[src/rtl/seq_divider_4bit_pkg.sv]
// rtl/seq_divider_4bit_pkg.sv - shared state encoding and sizing for the sequential divider
package seq_divider_4bit_pkg;

  typedef enum logic [1:0] {
    IDLE = 2'd0,
    RUN  = 2'd1,
    DONE = 2'd2
  } state_e;

  localparam int DEFAULT_WIDTH = 4;

  function automatic int cnt_width(input int width);
    return $clog2(width);
  endfunction

endpackage

[src/rtl/seq_divider_4bit_div_step.sv]
// rtl/seq_divider_4bit_div_step.sv - one combinational restoring shift-subtract step
module div_step
  import seq_divider_4bit_pkg::*;
#(
  parameter int WIDTH = DEFAULT_WIDTH
) (
  input  logic [WIDTH:0]   a_i,
  input  logic [WIDTH-1:0] q_i,
  input  logic [WIDTH-1:0] m_i,
  output logic [WIDTH:0]   a_o,
  output logic [WIDTH-1:0] q_o
);

  logic [2*WIDTH:0] shifted;
  logic [WIDTH:0]   a_sh;
  logic [WIDTH:0]   trial;

  assign shifted = {a_i, q_i} << 1;
  assign a_sh    = shifted[2*WIDTH:WIDTH];
  // A stays below M, so a negative trial always shows up in the extra top bit
  assign trial   = a_sh - {1'b0, m_i};

  always_comb begin
    a_o = a_sh;
    q_o = shifted[WIDTH-1:0];
    if (!trial[WIDTH]) begin
      a_o    = trial;
      q_o[0] = 1'b1;
    end
  end

endmodule

[src/rtl/seq_divider_4bit.sv]
// rtl/seq_divider_4bit.sv - multi-cycle restoring divider with start/busy/done handshake
module seq_divider_4bit
  import seq_divider_4bit_pkg::*;
#(
  parameter int WIDTH = DEFAULT_WIDTH
) (
  input  logic             clk,
  input  logic             rst,
  input  logic             start,
  input  logic [WIDTH-1:0] Dividend,
  input  logic [WIDTH-1:0] Divisor,
  output logic             busy,
  output logic             done,
  output logic [WIDTH-1:0] Quotient,
  output logic [WIDTH-1:0] Remainder,
  output logic             DivByZero
);

  localparam int CW = cnt_width(WIDTH);
  localparam logic [CW-1:0] LAST = CW'(WIDTH - 1);

  state_e           state_q, state_d;
  logic [CW-1:0]    count_q, count_d;
  logic [WIDTH:0]   a_q, a_d;
  logic [WIDTH-1:0] q_q, q_d;
  logic [WIDTH-1:0] m_q, m_d;
  logic [WIDTH-1:0] quot_q, quot_d;
  logic [WIDTH-1:0] rem_q, rem_d;
  logic             dbz_q, dbz_d;

  logic [WIDTH:0]   step_a;
  logic [WIDTH-1:0] step_q;

  div_step #(.WIDTH(WIDTH)) u_step (
    .a_i (a_q),
    .q_i (q_q),
    .m_i (m_q),
    .a_o (step_a),
    .q_o (step_q)
  );

  always_ff @(posedge clk) begin
    if (rst) begin
      state_q <= IDLE;
      count_q <= '0;
      a_q     <= '0;
      q_q     <= '0;
      m_q     <= '0;
      quot_q  <= '0;
      rem_q   <= '0;
      dbz_q   <= 1'b0;
    end else begin
      state_q <= state_d;
      count_q <= count_d;
      a_q     <= a_d;
      q_q     <= q_d;
      m_q     <= m_d;
      quot_q  <= quot_d;
      rem_q   <= rem_d;
      dbz_q   <= dbz_d;
    end
  end

  always_comb begin
    state_d = state_q;
    count_d = count_q;
    a_d     = a_q;
    q_d     = q_q;
    m_d     = m_q;
    quot_d  = quot_q;
    rem_d   = rem_q;
    dbz_d   = dbz_q;
    unique case (state_q)
      IDLE, DONE: begin
        state_d = IDLE;
        if (start) begin
          a_d     = '0;
          q_d     = Dividend;
          m_d     = Divisor;
          count_d = '0;
          // A zero divisor bypasses the iterations and reports immediately
          if (Divisor == '0) begin
            state_d = DONE;
            quot_d  = '1;
            rem_d   = Dividend;
            dbz_d   = 1'b1;
          end else begin
            state_d = RUN;
          end
        end
      end
      RUN: begin
        a_d     = step_a;
        q_d     = step_q;
        count_d = count_q + 1'b1;
        if (count_q == LAST) begin
          state_d = DONE;
          quot_d  = step_q;
          rem_d   = step_a[WIDTH-1:0];
          dbz_d   = 1'b0;
        end
      end
      default: state_d = IDLE;
    endcase
  end

  assign busy      = (state_q == RUN);
  assign done      = (state_q == DONE);
  assign Quotient  = quot_q;
  assign Remainder = rem_q;
  assign DivByZero = dbz_q;

endmodule

[config.mk]
export PLATFORM = sky130hd
export DESIGN_NAME = seq_divider_4bit
export DESIGN_NICKNAME = d
export VERILOG_FILES = /design/src/rtl/seq_divider_4bit_pkg.sv /design/src/rtl/seq_divider_4bit_div_step.sv /design/src/rtl/seq_divider_4bit.sv
export SDC_FILE = /design/constraint.sdc
export NUM_CORES = 1
export LEC_CHECK = 0
export BUFFER_PORTS_ARGS = -buffer_cell sky130_fd_sc_hd__buf_4
export CORE_MARGIN = 8
export CORE_UTILIZATION = 45
export DETAILED_ROUTE_END_ITERATION = 16
export HOLD_SLACK_MARGIN = 0.02
export PLACE_DENSITY_LB_ADDON = 0.3
export SYNTH_ARGS = -nofsm -noshare
export SYNTH_HDL_FRONTEND = slang
export SYNTH_SLANG_ARGS = --single-unit
export TNS_END_PERCENT = 50
[constraint.sdc]
create_clock -name clk -period 2.5 [get_ports clk]
set_clock_uncertainty 0.05 [all_clocks]
set_input_delay 0.5 -clock clk [delete_from_list [all_inputs] [get_ports clk]]
set_output_delay 0.5 -clock clk [all_outputs]
set_load 0.005 [all_outputs]
==> summary.md <==
| Metric | Value |
|---|---|
| Status | finished clean |
| Crit. End Element | flip-flop |
| Maximum vdd drop | 448.3 uV |
| Htree depth | 1 |
| Hpwl dp | 2244 um |
| CP max stage cell | fa_1 |
| Vias in the first global route | 1187 |
| Reg2reg end | Remainder[0]$_SDFFE_PP0P_ |
| Worst slew pin tran | 0.4797 ns |
| Finished Layout Cells | 212 |
| Total CTS buffers | 3 |
| Starting Density | 47.32% |
| Core area | 2734 um2 |
| Largest fanout on the critical path | 13 |
| Clock sinks | 25 |
| Clock Tree Root | clkbuf_4 |
| Seq/Total Area, Yosys | 38.68% |
| Mapped cell area | 1294 um2 |
| Reg2reg setup slack | 0.23 ns |
| Worst Path Class, Setup | flip-flop to flip-flop |
| Synth async-reset ratio | 0% |
| Syn. warnings | 0 |
| CTS Hold Bufs | 0 |
| Number of antenna violations at the first check in global routing | 0 |
| Unrepaired setup endpoints after global routing | no |
| Gr ovfl total | 0 |
| Synth Instances | 162 |
| Syn_nets | 179 |
| First-pass GRT wire length | 5250 um |
| Endpoints failing hold | 0 |
| Crit path to | Remainder[0]$_SDFFE_PP0P_ |
| Clk_lat worst skew | 0.31 ns |
| WL/cell | 14.20 um |
| # IOs | 22 |
| Synthesis-stage register bit count | 25 |
| First drt pass iteration count | 4 |
| Worst Path Arrival | 2.42 ns |
| Worst min path class | input port to flip-flop |
| Stages on the worst setup path | 9 |
| Largest net degree at the start of global routing | 28 |
| Crit path buffers/inverters | 2 |
| Via/cell ratio | 5.580 |
| Peak Freq | 439.8 MHz |
| Slew Viols, Final | 0 |
| ANT nets after route | 0 |
| GRT Total Usage | 12.49% |
| Slew headroom | 67.72% |
| Crit path launch | q_q[3]$_SDFFE_PP0P_ |
| Die footprint | 4847 um2 |
| Die width | 69.62 um |
| Max incr delay on CP | 0.40 ns |
| Reg2Reg Depth | 9 |
| CTS tree | yes |
| Period minus WS final | 2.274 ns |
| Ranking of synthesized cells by area | dfxtp_1, nand2_1, nor2_1 |
| MaxCap Viol Count | 0 |
| # port buffers | 21 |
| Setup TNS | 0 ns |
| # Post-CTS Setup Buffers | 0 |
| Top Family by Delay on Critical Path | adder cells |
| Crit-path cells | inv_1 > ha_1 > fa_1 > nand2b_1 > a21oi_2 > buf_4 > nor4b_1 > nor3_1 > a311oi_2 |
| Syn_area_per_cell | 7.986 um2 |
| Dpl cells | 208 |
| Kind of start point of the critical path | flip-flop |
| Die Y | 69.62 um |
| Required time of the critical path | 2.65 ns |
| Power Dens Cells | 542.3 nW/um2 |
| Reg-to-reg critical path startpoint | q_q[3]$_SDFFE_PP0P_ |
| Top-area cell type share of the netlist area | 38.68% |
| Maximum buffer depth of the clock tree | 2 |
| Routability-driven placement congestion ratio | 0.8086 |
| Most instantiated cells after synthesis | dfxtp_1, nand2_1, nor2_1 |
| Fin crit share | 90.96% |
| CTS resizes | 0 |
| Post-synth cell types | 35 |
| Setup Viol. Count Final | 0 |
| Cell taking the most area after synthesis | dfxtp_1 |
| DRC violations left | 0 |
| Ant diodes | 0 |
| Area delta synth->final | 15.86% |
| Main synth FF type | dfxtp_1 |
| Pleak | 0.6113 nW |
| Post-synth EDFFs | 0 |
| Nets | 199 |
| Clk slew on worst S/H paths | 0.13 ns |
| Via Count | 1183 |
| Final WL | 3011 um |
| Initial DRC count | 41 |
| Ratio of cells with drive above 1 in the final layout | 17.68% |
| FP Rows | 19 |
[area by class of cell]
| cell class | instances | area (um2) |
|---|---|---|
| fillers | 275 | 1235 |
| multi-input cells | 120 | 719.4 |
| flip-flops and latches | 25 | 500.5 |
| repair buffers | 25 | 187.7 |
| well taps | 31 | 38.79 |
| clock buffers | 4 | 26.28 |
| inverters | 7 | 26.28 |
[report_power, final]
part           total (mW)  switching, mW  internal (mW)
clock               0.175          0.113         0.0624
sequential          0.441         0.0214          0.420
combinational       0.197          0.111         0.0854
[cells by family after synthesis]
| family | after synthesis | synth area share [%] |
|---|---|---|
| AOI/OAI and AO/OA | 32 | 18.18 |
| muxes | 1 | 0.7737 |
| adders and majority gates | 6 | 6.383 |
| DFF | 25 | 38.68 |
| xor gates and xnor gates | 4 | 2.708 |
| buffers and inverters | 17 | 5.706 |
| and+or+nand+nor | 77 | 27.56 |
[flip-flops by register name (all words and copies together), names as in the netlist]
signal     cells
q_q            4
count_q        2
state_q        2
Remainder      4
m_q            4
Quotient       4
DivByZero      1
a_q            4
[metrics by stage]
step | util, % | area, um2 | total power, mW | hold WS (ns) | setup WS [ns]
2_1_floorplan | - | 1294 | 0.5885 | 0.3863 | 0.3776
3_5_place_dp | 53.87 | 1473 | 0.6445 | 0.3986 | 0.2870
3_3_place_gp | 53.87 | 1473 | 0.6389 | 0.3951 | 0.3870
6_report | 54.83 | 1499 | 0.8129 | 0.3779 | 0.2260
4_1_cts | 54.83 | 1499 | 0.8191 | 0.3747 | 0.2531
5_1_grt | 54.83 | 1499 | 0.8599 | 0.3646 | 0.08298
[cell usage in the layout, fill, tap and decap left out]
| master | n |
|---|---|
| o22a_1 | 1 |
| nor2b_1 | 2 |
| a21o_1 | 1 |
| buf_4 | 25 |
| mux2i_1 | 1 |
| nor4_1 | 3 |
| a21boi_1 | 2 |
| o2bb2ai_1 | 2 |
| xor2_1 | 1 |
| and2_1 | 2 |
| nand3_1 | 4 |
| o22ai_1 | 1 |
| fa_1 | 1 |
| clkbuf_1 | 1 |
| a31o_2 | 1 |
| xnor2_1 | 3 |
| clkbuf_4 | 3 |
| nand2_1 | 25 |
| a311oi_1 | 5 |
| and3_1 | 2 |
| inv_1 | 7 |
| ha_1 | 5 |
| nor3_1 | 11 |
| a22oi_1 | 2 |
| nand3b_1 | 1 |
| a21oi_1 | 13 |
| nor2_1 | 20 |
| a21oi_2 | 1 |
| dfxtp_1 | 25 |
| a221oi_1 | 1 |
| a311oi_2 | 2 |
| or3_1 | 2 |
| nand2b_1 | 3 |
| nor4b_1 | 2 |
[how the worst min path moves through the flow]
stage / startpoint / end / cells past startpoint
finish: Divisor[2] / m_q[2]$_SDFFE_PP0P_ / 3
global route: Divisor[3] / m_q[3]$_SDFFE_PP0P_ / 3
CTS: Divisor[0] / m_q[0]$_SDFFE_PP0P_ / 3
detailed placement: m_q[3]$_SDFFE_PP0P_ / m_q[3]$_SDFFE_PP0P_ / 2
global placement: m_q[3]$_SDFFE_PP0P_ / m_q[3]$_SDFFE_PP0P_ / 2
floorplan: m_q[2]$_SDFFE_PP0P_ / m_q[2]$_SDFFE_PP0P_ / 2
[worst reg2reg max path: cells and delay by family (launching register included)]
kind / cells / cell delay [ns]
compound gates: 2 / 0.26
fa+ha+maj: 2 / 0.62
buf+inv: 2 / 0.28
flops: 1 / 0.38
simple gates: 3 / 0.57
[routing by layer]
layer  part of all wire, %  wire (um)  up-vias  track usage [%]
met4                  0.93         28        0            2.455
met1                    47       1427      554            15.41
met3                   5.1        154        4            4.292
met2                    46       1400       25            20.49
met5                     0          0        -                0
li1                      -          -      600                -
Note: power is estimated with default switching activity, not from simulation.
